[src/rtl/read_pkg.sv]
// Shared types and constants for the read burst controller and its idle watchdog.
package read_pkg;

  typedef enum logic [1:0] {
    ST_IDLE  = 2'd0,
    ST_BURST = 2'd1,
    ST_DONE  = 2'd2
  } rd_state_e;

  localparam int unsigned CNT_W           = 5;
  localparam int unsigned DEFAULT_TIMEOUT = 31;

  localparam logic [CNT_W-1:0] CNT_ONE   = 1;
  localparam logic [CNT_W-1:0] MAX_BEATS = 16;

  // Requests longer than the largest legal burst are trimmed so beat_cnt stays bounded.
  function automatic logic [CNT_W-1:0] clamp_beats(input logic [CNT_W-1:0] n);
    return (n > MAX_BEATS) ? MAX_BEATS : n;
  endfunction

endpackage

[src/rtl/rd_timeout_cnt.sv]
// Idle-cycle watchdog: counts enabled cycles since the last clear and flags the TIMEOUT-th one.
module rd_timeout_cnt #(
  parameter int unsigned TIMEOUT = 31
) (
  input  logic clk_i,
  input  logic rst_i,
  input  logic clear_i,
  input  logic enable_i,
  output logic expired_o
);

  localparam int unsigned W = (TIMEOUT < 2) ? 1 : $clog2(TIMEOUT);
  localparam logic [W-1:0] LAST = W'(TIMEOUT - 1);

  logic [W-1:0] cnt_q;
  logic [W-1:0] cnt_d;

  // Expiry fires on the cycle that would bring the count to TIMEOUT.
  assign expired_o = enable_i && (cnt_q == LAST);

  always_comb begin
    cnt_d = cnt_q;
    if (clear_i || expired_o) begin
      cnt_d = '0;
    end else if (enable_i) begin
      cnt_d = cnt_q + W'(1);
    end
  end

  always_ff @(posedge clk_i or posedge rst_i) begin
    if (rst_i) begin
      cnt_q <= '0;
    end else begin
      cnt_q <= cnt_d;
    end
  end

endmodule

[src/rtl/read_burst_ctrl.sv]
// Read burst controller: accepts a counted burst of beats, registers them out with
// last/done/error signalling and an idle watchdog that aborts stalled bursts.
module read_burst_ctrl
  import read_pkg::*;
#(
  parameter int unsigned DATA_W  = 16,
  parameter int unsigned TIMEOUT = DEFAULT_TIMEOUT
) (
  input  logic              clk_i,
  input  logic              rst_i,
  input  logic              rd_start_i,
  input  logic [CNT_W-1:0]  count_val_i,
  input  logic              rd_data_valid_i,
  input  logic [DATA_W-1:0] rd_data_i,
  output logic [DATA_W-1:0] rd_data_o,
  output logic              rd_data_valid_o,
  output logic              rd_last_o,
  output logic [CNT_W-1:0]  beat_cnt_o,
  output logic              rd_busy_o,
  output logic              rd_done_o,
  output logic              rd_err_o
);

  rd_state_e         state_q, state_d;
  logic [CNT_W-1:0]  remaining_q, remaining_d;
  logic [CNT_W-1:0]  beat_cnt_q, beat_cnt_d;
  logic [DATA_W-1:0] data_q, data_d;
  logic              valid_q, valid_d;
  logic              last_q, last_d;
  logic              done_q, done_d;
  logic              err_q, err_d;

  logic idle_clear;
  logic idle_enable;
  logic idle_expired;

  assign idle_clear  = (state_q != ST_BURST) || rd_data_valid_i;
  assign idle_enable = (state_q == ST_BURST) && !rd_data_valid_i;

  rd_timeout_cnt #(
    .TIMEOUT (TIMEOUT)
  ) u_idle_wdog (
    .clk_i     (clk_i),
    .rst_i     (rst_i),
    .clear_i   (idle_clear),
    .enable_i  (idle_enable),
    .expired_o (idle_expired)
  );

  always_comb begin
    state_d     = state_q;
    remaining_d = remaining_q;
    beat_cnt_d  = beat_cnt_q;
    data_d      = data_q;
    valid_d     = 1'b0;
    last_d      = 1'b0;
    done_d      = (state_q == ST_DONE);
    err_d       = 1'b0;

    case (state_q)
      // DONE behaves like IDLE for new requests, so a back-to-back start is seamless.
      ST_IDLE, ST_DONE: begin
        state_d = ST_IDLE;
        if (rd_start_i) begin
          if (count_val_i != '0) begin
            state_d     = ST_BURST;
            remaining_d = clamp_beats(count_val_i);
            beat_cnt_d  = '0;
          end else begin
            err_d = 1'b1;
          end
        end
      end

      ST_BURST: begin
        if (rd_start_i) begin
          err_d = 1'b1;
        end
        if (rd_data_valid_i) begin
          data_d      = rd_data_i;
          valid_d     = 1'b1;
          beat_cnt_d  = (beat_cnt_q == MAX_BEATS) ? beat_cnt_q : beat_cnt_q + CNT_ONE;
          remaining_d = remaining_q - CNT_ONE;
          if (remaining_q == CNT_ONE) begin
            last_d  = 1'b1;
            state_d = ST_DONE;
          end
        end else if (idle_expired) begin
          err_d       = 1'b1;
          remaining_d = '0;
          state_d     = ST_IDLE;
        end
      end

      default: begin
        state_d = ST_IDLE;
      end
    endcase
  end

  always_ff @(posedge clk_i or posedge rst_i) begin
    if (rst_i) begin
      state_q     <= ST_IDLE;
      remaining_q <= '0;
      beat_cnt_q  <= '0;
      data_q      <= '0;
      valid_q     <= 1'b0;
      last_q      <= 1'b0;
      done_q      <= 1'b0;
      err_q       <= 1'b0;
    end else begin
      state_q     <= state_d;
      remaining_q <= remaining_d;
      beat_cnt_q  <= beat_cnt_d;
      data_q      <= data_d;
      valid_q     <= valid_d;
      last_q      <= last_d;
      done_q      <= done_d;
      err_q       <= err_d;
    end
  end

  assign rd_data_o       = data_q;
  assign rd_data_valid_o = valid_q;
  assign rd_last_o       = last_q;
  assign beat_cnt_o      = beat_cnt_q;
  assign rd_busy_o       = (state_q != ST_IDLE);
  assign rd_done_o       = done_q;
  assign rd_err_o        = err_q;

endmodule

[config.mk]
export PLATFORM = sky130hd
export DESIGN_NAME = read_burst_ctrl
export DESIGN_NICKNAME = d
export VERILOG_FILES = /design/src/rtl/read_pkg.sv /design/src/rtl/rd_timeout_cnt.sv /design/src/rtl/read_burst_ctrl.sv
export SDC_FILE = /design/constraint.sdc
export NUM_CORES = 1
export LEC_CHECK = 0
export ABC_AREA = 1
export ABC_CLOCK_PERIOD_IN_PS = 3350
export CAP_MARGIN = 20
export CORE_AREA = 2 2 72 74
export CTS_CLUSTER_DIAMETER = 60
export DETAILED_ROUTE_END_ITERATION = 8
export DIE_AREA = 0 0 74 76
export DONT_BUFFER_PORTS = 1
export PLACE_DENSITY = 0.63
export REMOVE_ABC_BUFFERS = 1
export SLEW_MARGIN = 15
export SYNTH_ARGS = -nofsm -noshare
export SYNTH_HDL_FRONTEND = slang
export SYNTH_HIERARCHICAL = 1
export SYNTH_SLANG_ARGS = --single-unit
[constraint.sdc]
create_clock -name clk_i -period 3.35 [get_ports clk_i]
set_input_delay 0.5025 -clock clk_i [delete_from_list [all_inputs] [get_ports clk_i]]
set_output_delay 0.5025 -clock clk_i [all_outputs]
set_load 0.03 [all_outputs]
==> results of run 1 <==
==> metal layers <==
layer  up-vias  GRT usage, %
met1       694         19.93
met4         0         6.545
met5         -             0
met2        30         25.00
met3         8         5.291
li1        736             -
==> area by class of cell <==
cell class                      instances  area, um2
Fill cell                             508       2879
Sequential cell                        37      925.9
Multi-Input combinational cell        177      829.5
Tap cell                               70      87.58
Inverter                               22      82.58
Clock buffer                            5      68.82
Clock inverter                          3      21.27
Timing Repair Buffer                    2      17.52
==> path summary, 6_finish.rpt <==
check	endpoint	slack [ns]	cells past startpoint	startpoint
setup reg to reg	remaining_q[2]$_DFFE_PP0P_	1.48	13	state_q[0]$_DFFE_PP0P_
setup / recovery	remaining_q[2]$_DFFE_PP0P_	1.48	13	state_q[0]$_DFFE_PP0P_
hold / removal	rd_err_o$_DFF_PP0_	0.03	1	rst_i
max in group asynchronous	u_idle_wdog/cnt_q[4]$_DFFE_PP0P_	2.63	2	rst_i
hold reg to reg	remaining_q[4]$_DFFE_PP0P_	0.51	2	remaining_q[4]$_DFFE_PP0P_
min in group clk_i	rd_data_o[15]$_DFFE_PP0N_	0.32	2	rd_data_i[15]
==> cells by family (layout without fill, tap and decap cells) <==
kind of cell / after synthesis / in the layout / synth area share (%)
xor gates and xnor gates: 5 / 5 / 2.353
adders and majority gates: 6 / 6 / 4.032
AOI/OAI and AO/OA: 6 / 6 / 2.419
and+or+nand+nor: 160 / 160 / 35.75
DFF: 37 / 37 / 49.73
buffers and inverters: 25 / 32 / 5.712
==> sequential cells by signal (all words and copies together) (netlist names) <==
name               flops
remaining_q            5
rd_err_o               1
beat_cnt_o             5
state_q                2
rd_done_o              1
rd_data_valid_o        1
rd_data_o             16
rd_last_o              1
u_idle_wdog/cnt_q      5
==> per-stage QoR <==
| stage | hold WS [ns] | util, % | cell area, um2 |
|---|---|---|---|
| 2_1_floorplan | 0.2810 | - | 1838 |
| 3_3_place_gp | 0.3081 | 39.35 | 1933 |
| 3_5_place_dp | 0.3067 | 39.35 | 1933 |
| 4_1_cts | 0.03303 | 41.39 | 2033 |
| 5_1_grt | 0.04484 | 41.39 | 2033 |
| 6_report | 0.03054 | 41.39 | 2033 |
==> cell usage after synthesis (all sizes together) <==
| cell | number |
|---|---|
| or2 | 1 |
| nand4 | 2 |
| nand3 | 14 |
| a21oi | 1 |
| xor2 | 3 |
| dfrtp | 37 |
| buf | 3 |
| inv | 22 |
| o21ai | 3 |
| nor2 | 24 |
| ha | 6 |
| o21bai | 1 |
| o22ai | 1 |
| nand2 | 119 |
| xnor2 | 2 |
==> layout by cell type (no fill, tap or decap), drive strengths merged <==
cell,n
nand4,2
buf,1
dfrtp,37
clkinvlp,1
inv,23
clkbuf,5
o21ai,3
clkinv,1
a21oi,1
nor2,24
xnor2,2
o21bai,1
nand2,119
o22ai,1
xor2,3
dlygate4sd3,1
nand3,14
ha,6
or2,1
==> power groups by stage <==
stage          clock, mW  sequential (mW)  combinational (mW)
6_report           0.319            0.988               0.557
5_1_grt            0.345             1.01               0.665
4_1_cts            0.330            0.992               0.565
3_5_place_dp           0             1.00               0.561
3_3_place_gp           0            0.998               0.546
2_1_floorplan          0            0.960               0.452
==> repair_timing <==
item                                   CTS  global route
hold buffers                             1             0
resized for setup                        0             0
endpoints found under the hold margin    5             0
==> results by group, run 1 <==
Timing
  • Min cycle time layout: 1.866 ns
  • Worst Tran Pin Value: around 0.56 ns
  • Final WS setup: 1.484 ns
  • Max Slew Vio Count: 0
  • Fin crit share: 55.71%
  • Max-slew headroom: between 60 and 70%
  • Setup-failing EPs final: 0
  • Clock Skew: 0.01129 ns
  • TNS Setup: 0 ns
  • Max frequency: 0.5358 GHz
  • Unrepaired setup endpoints after global routing: false
  • Endpoints failing hold: 0

CTS
  • Maximum clock path buffer count: 2
  • Clock tree root buffer cell: clkbuf_8
  • # clock sinks: 37
  • Num CTS Buffers: 5
  • TritonCTS clock tree: built
  • Clock latency on the worst-skew pair: 0.29 ns
  • Post-CTS Setup Bufs: 0
  • CTS H-tree depth: 2
  • Clk slew on worst S/H paths: about 0.08 ns

Cells and area
  • Layout cells sized above 1: 8.943%
  • Diodes inserted: 0
  • Fin nets: 276
  • Layout area overhead: 9.207%
  • Final cell count without fillers: 316

Route
  • Detailed-route DRC error count: 0
  • Met2 routed WL: around 1900 um
  • Vias: ~1500
  • Routed WL per cell: between 10 and 15 um
  • Number of DRC markers in iteration 0: 100
  • Drt pass-1 iters: 5
  • DRT met1 WL: 1762 um
  • DR vias/cell: 4.646
  • Top sig layer: met4
  • Detailed-route wire length: ~4000 um
  • Metal3 WL: 202 um
  • Antenna viol nets, final: 0

Worst setup path
  • Critical path data arrival time: 2.04 ns
  • Crit Path Class: reg2reg
  • Kind of cell adding the most delay to the critical path: simple AND/OR/NAND/NOR gates
  • Most used cell, CP: nand2_1
  • CP Cell Sequence: inv_2 > nor2_4 > nand2_4 > inv_1 > nand3_1 > nor2_1 > nor2_1 > nand2_2 > nand2_1 > inv_2 > nand2_4 > nand2_1 > nand2_1
  • CP bufs+invs: 3
  • CP startpoint kind: register
  • CP required: 3.53 ns
  • Crit-path max FO: 6
  • Slowest cell delay on critical path: 0.43 ns
  • Worst path slowest cell: dfrtp_1
  • Crit. End Element: register

Synth
  • Synth Instances: 239
  • Yosys warning count: 6
  • Synth area leaders: dfrtp_1, nand2_1, nor2_1
  • Post-synth top area share: approximately half
  • #FFs+latches synth: 37
  • Yosys cell types: 23
  • Share of the yosys chip area belonging to registers: 49.73%
  • Avg Cell Area, Syn: 7.790 um2
  • Mapped cell area: ~1900 um2
  • Synth area leader: dfrtp_1

GRT
  • Initial antenna violation count: 0
  • Total track usage: 15.95%
  • Number of global-route vias before repair: 1520
  • Largest net degree at the start of global routing: 27
  • Total congestion overflow: 0
  • Global-route wire length before repair: approximately 7000 um

Power
  • Switch Pwr: 0.9316 mW
  • Switching share of total power: 49.95%
  • Comb pwr share: 29.9%
  • Register share of total power: 53.0%
  • Clk network pwr share: about 17%
  • Max IR drop VDD: 0.3010 mV
  • Internal power: 0.9334 mW
  • Pwr per Cell Area: 917.3 nW/um2
  • Leak: between 1 and 1.5 nW
  • Total Power: ~1.9 mW

Outcome
  • Status: complete, no violations

Floorplan
  • Starting density of the core: 37.90%
  • Num rows: 26
  • Io pins: ~50
  • DIE HEIGHT: between 70 and 80 um
  • Die Width: 74 um
  • Core Region: just under 5000 um2
  • Area of the die: 5624 um2

Placed design
  • Final Wtd Congestion: 0.8565
  • Cells after DPL: 307
  • PortBufs: 0
  • Pre-CTS setup slack: 1.538 ns
  • DP Wirelength: approximately 2900 um

Min path
  • Hold Crit Class: in2async

Flow run
  • Max-cap viol count: 0
No activity file was read; power rests on OpenSTA's default activity.
==> run 2: changes to the inputs <==
ABC_CLOCK_PERIOD_IN_PS = 1650   (was 3350)
PLACE_DENSITY = 0.65   (was 0.63)
clock period = 1.65 ns   (was 3.35 ns; I/O delays follow)
==> run 2 against run 1 <==
  * First-iteration DRC count increased by 31%
  * Non-clock buffer count increased by 12
  * Count of clock-buffer cells in the layout is 1 higher
  * Core utilization up 2.5 points
  * Flip-flop and latch count unchanged
  * Design area grew 6.1%
  * Critical path depth decreased by 2
  * Combinational power rose by 140%
  * Register-to-register slack lost 1.3 ns
  * Worst setup slack worse by 1.3 ns
  * Critical path type unchanged
  * Critical endpoint is now remaining_q[3]$_DFFE_PP0P_
  * Largest cell class unchanged
  * Largest power group unchanged
==> results by group, run 2 (synthesis gave the netlist of run 1 again) <==
Power
  • Max IR drop VDD: 0.6648 mV
  • Total Power: 4.043 mW
  • Pwr per Cell Area: approximately 1900 nW/um2
  • Leak: 1.154 nW

GRT
  • Global-route wire length before repair: 6920 um
  • Total track usage: 15.78%
  • Largest net degree at the start of global routing: 33
  • Total congestion overflow: 0
  • Number of global-route vias before repair: around 1500
  • Initial antenna violation count: 0

Worst setup path
  • CP startpoint kind: register
  • Critical path data arrival time: between 1.5 and 2 ns
  • Crit. End Element: register
  • Crit-path max FO: 5
  • R2r setup slk: 0.15 ns
  • CP required: 1.83 ns
  • Crit Path Class: reg2reg

Floorplan
  • Die Width: 74 um
  • Core Region: a little under 5000 um2
  • DIE HEIGHT: 76 um
  • Num rows: 26
  • Starting density of the core: 37.90%
  • Io pins: 51
  • Area of the die: 5624 um2

Placed design
  • Final Wtd Congestion: 0.8291
  • PortBufs: 0
  • DP Wirelength: a little under 3000 um

Cells and area
  • Most frequent cells in the layout: nand2_1, dfrtp_1, nor2_1
  • Layout cells sized above 1: between 10% and 20%
  • Fin util: 43.91%
  • Commonest non-fill, non-tap cell in the layout: nand2_1
  • Diodes inserted: 0
  • Layout area overhead: 15.86%
  • Max FFs per register: 16
  • Fin nets: ~290
  • # fillers: 482

Route
  • Detailed-route DRC error count: 0
  • Routed WL per cell: 12.04 um
  • Number of DRC markers in iteration 0: 131
  • Vias: 1496
  • Drt pass-1 iters: 4
  • Detailed-route wire length: ~4000 um
  • Antenna viol nets, final: 0
  • DR vias/cell: 4.561

CTS
  • # clock sinks: 37
  • Num CTS Buffers: 5
  • TritonCTS clock tree: built
  • Clk slew on worst S/H paths: ~0.08 ns
  • Clock latency on the worst-skew pair: around 0.29 ns
  • Clock tree root buffer cell: clkbuf_8
  • CTS H-tree depth: 2
  • Maximum clock path buffer count: 2

Timing
  • Endpoints failing hold: 0
  • Worst Tran Pin Value: 0.4174 ns
  • TNS Setup: 0 ns
  • Setup-failing EPs final: 0
  • Min cycle time layout: 1.502 ns
  • Max Slew Vio Count: 0
  • Clock Skew: 0.009008 ns
  • Fin crit share: 91.03%
  • Max-slew headroom: between 70% and 80%
  • Unrepaired setup endpoints after global routing: false
  • Max frequency: 0.6658 GHz

Flow run
  • Max-cap viol count: 0

Min path
  • Hold Crit Class: in2reg

Outcome
  • Status: complete, no violations
-- run 2: final timing paths --
check                                            startpoint                          endpoint  cells after the start
setup / recovery           u_idle_wdog/cnt_q[0]$_DFFE_PP0P_        remaining_q[3]$_DFFE_PP0P_                     11
min in group asynchronous                             rst_i  u_idle_wdog/cnt_q[3]$_DFFE_PP0P_                      2
max in group asynchronous                             rst_i         rd_data_valid_o$_DFF_PP0_                      3
setup reg to reg           u_idle_wdog/cnt_q[0]$_DFFE_PP0P_        remaining_q[3]$_DFFE_PP0P_                     11
hold / removal                                rd_data_i[11]         rd_data_o[11]$_DFFE_PP0N_                      2
hold reg to reg                  remaining_q[1]$_DFFE_PP0P_        remaining_q[1]$_DFFE_PP0P_                      2
-- run 2: final cells by class --
| type | instances | area, um2 | share of cell area (%) |
|---|---|---|---|
| Timing Repair Buffer | 14 | 107.6 | 4.988 |
| Tap cell | 70 | 87.58 | 4.060 |
| Multi-Input combinational cell | 177 | 842.1 | 39.04 |
| Sequential cell | 37 | 925.9 | 42.92 |
| Inverter | 22 | 82.58 | 3.828 |
| Clock buffer | 6 | 72.57 | 3.364 |
| Clock inverter | 2 | 38.79 | 1.798 |
-- run 2: where the power goes --
group | internal [mW] | total, mW | switching [mW]
Clock | 0.453 | 0.774 | 0.321
Combinational | 0.483 | 1.35 | 0.870
Sequential | 1.23 | 1.92 | 0.691
-- run 2: stage by stage --
stage          hold WS (ns)  setup slack [ns]  instances  area [um2]
6_report            0.06821            0.1480        328        2157
5_1_grt             0.06034          0.006149        328        2157
4_1_cts             0.06180            0.1145        327        2137
3_5_place_dp        0.05928            0.1302        318        2016
3_3_place_gp        0.04865            0.1787        318        2016
2_1_floorplan       0.02602           0.06384        236        1838
-- run 2: metal layers --
metal	wire length, um	global-route usage, %	vias to the layer above
li1	-	-	760
met1	1695	18.89	699
met2	1989	25.71	29
met3	181	5.026	8
met4	82	6.545	0
met5	0	0	-
-- run 2: repair_timing --
item	4_1_cts	5_1_grt
hold buffers	1	0
setup endpoints to repair	0	5
resized for setup	0	4
buffers inserted	0	1
hold endpoints to repair	37	0
-- run 2: worst max-delay path, cell delays in order, from the launching register on --
cell and delay [ns]:
dfrtp_1 0.40, inv_1 0.08, ha_1 0.18, nand3_2 0.11
nor2_4 0.13, nor2_1 0.05, nand2_2 0.06, nand2_1 0.08
inv_2 0.10, nand2_4 0.07, nand2_1 0.07, nand2_1 0.05
==> RTL edit (config.mk and constraints of run 2) <==
Re-encode `rd_state_e` (3 states) as one-hot, 3 bits wide.
--- a/src/rtl/read_pkg.sv
+++ b/src/rtl/read_pkg.sv
@@ -1,10 +1,10 @@
 // Shared types and constants for the read burst controller and its idle watchdog.
 package read_pkg;
 
-  typedef enum logic [1:0] {
-    ST_IDLE  = 2'd0,
-    ST_BURST = 2'd1,
-    ST_DONE  = 2'd2
+  typedef enum logic [2:0] {
+    ST_IDLE  = 3'b001,
+    ST_BURST = 3'b010,
+    ST_DONE  = 3'b100
   } rd_state_e;
 
   localparam int unsigned CNT_W           = 5;
Check against the original RTL: no difference found for any inputs over 10 cycles, from zero or initial values and one cycle with rst_i high; not proved beyond that.
==> RTL edit against run 2 <==
Via count increased by 5.3%. Critical path depth decreased by 2. Power decreased by 0.24%. Cell count increased by 4.6%. Global-route usage decreased by 0.073 points. Sequential power decreased by 8%. Sequential cell count increased by 1. Synthesized cell count increased by 7.1%. Cell area increased by 9.5%. Routed wire length decreased by 2.6%. Count of clock-buffer cells in the layout decreased by 1. Area after synthesis increased by 7.5%. Worst setup slack got worse by 0.027 ns. Largest power group unchanged.
==> RTL edit: results (changes against run 2) <==
Cell variety after synth - 23 (unchanged)
Slew @ Worst Pin - 0.4118 ns (-0.005599 ns)
DR pass1 iterations - 4 (unchanged)
Critical-path top delay cell - dfstp_2
Worst Skew - 0.004081 ns (-0.004928 ns)
maximum vdd drop - 0.7569 mV (+14%)
diodes inserted - 0 (unchanged)
DP Area - 0.002162 mm2 (+7.3%)
FF+latch area - 952.2 um2 (+2.8%)
warnings from Yosys - 6 (unchanged)
critical path peak fanout - 6 (+1)
Clock Path Buffers - 2 (unchanged)
# fillers - 475 (-1.5%)
Commonest cells post-synth - 101 x nand2_1, 37 x dfrtp_1, 25 x inv_1, 24 x nor2_1, 17 x nand3_1
largest net degree at the start of global routing - 34 (+3.0%)
gpl congestion - 0.7719 (-6.9%)
status - complete, no violations
first-pass GRT wire length - 6844 um (-1.1%)
leakage - 1.192 nW (+3.4%)
Worst path max stage delay - 0.54 ns (+0.14 ns)
Worst EP arrival - 1.77 ns (+0.08 ns)
vias in the first global route - 1,564 (+4.8%)
worst slack at placement - -0.03889 ns (-0.1691 ns)
R2R depth - 9 (-2)
Via density - 4.595 (+0.74%)
share of cells above drive strength 1 - 17.58% (+3.6 points)
initial DRC count - 39 (-70%)
HPWL Detailed - 2895 um (-0.43%)
Hold Path Depth - 2 (unchanged)
Clock Pin Slew Worst Setup and Hold Paths - 0.08 ns (about the same)
Seq/Total Area, Yosys - 47.56% (-2.2 points)
PortBufs - 0 (unchanged)
clk root buf - clkbuf_8
FFs w/ async S/R, synth - 100.0% (unchanged)
GRT Util Overall - 15.71% (-0.073 points)
Synth area leaders - dfrtp_1 46%, nand2_1 19%, inv_1 4.7%
H-tree depth - 2 (unchanged)
DR WL/cell - 11.21 um (-6.9%)
Final #Nets - 303 (+5.2%)
==> RTL edit: what timing repair did <==
item,4_1_cts,5_1_grt
gates resized for setup,2,13
buffers inserted,1,0
hold buffers,1,0
hold endpoints to repair,37,0
setup endpoints to repair,5,5
pin swaps,2,6
==> RTL edit: logic make-up (layout without fill, tap and decap cells) <==
kind of cell / Yosys count / after routing / synth area share, %
simple gates: 158 / 158 / 35.19
fa+ha+maj: 6 / 6 / 3.750
compound gates: 17 / 17 / 4.937
xor+xnor: 5 / 5 / 2.188
buf+inv: 32 / 49 / 6.375
flops: 38 / 38 / 47.56
==> RTL edit: cell type report <==
class	instances	area share [%]
clock buffers	5	2.913
clock inverters	3	2.913
inverters	28	4.555
multi-input cells	186	40.84
flip-flops and latches	38	40.31
well taps	70	3.708
repair buffers	13	4.767
==> RTL edit: path summary, 6_finish.rpt <==
path	start	end	slack [ns]
worst min-delay path	rd_data_i[9]	rd_data_o[9]	0.07
worst max-delay path	state_q[0]	remaining_q[0]	0.12
max in group asynchronous	rst_i	state_q[0]	0.82
worst max register to register	state_q[0]	remaining_q[0]	0.12
min in group asynchronous	rst_i	u_idle_wdog/cnt_q[2]	0.31
worst min register to register	remaining_q[1]	remaining_q[1]	0.52
==> RTL edit: per-layer routing <==
metal / track usage (%) / vias to the layer above / part of all wire, %
li1: - / 813 / -
met1: 17.81 / 712 / 42
met2: 26.34 / 45 / 50
met3: 6.481 / 6 / 6.9
met4: 5.091 / 0 / 1.4
met5: 0 / - / 0
==> RTL edit: where the power goes <==
group,internal (mW),switching (mW),leakage [nW]
registers,1.20,0.564,0.498
clock network,0.606,0.338,0.0683
logic,0.476,0.845,0.626
total,2.29,1.75,1.19
==> RTL edit: through the flow <==
step | std cells | util (%)
6_report | 343 | 48.09
5_1_grt | 343 | 48.09
4_1_cts | 343 | 47.17
3_5_place_dp | 333 | 44.01
3_3_place_gp | 333 | 44.01
2_1_floorplan | 252 | -
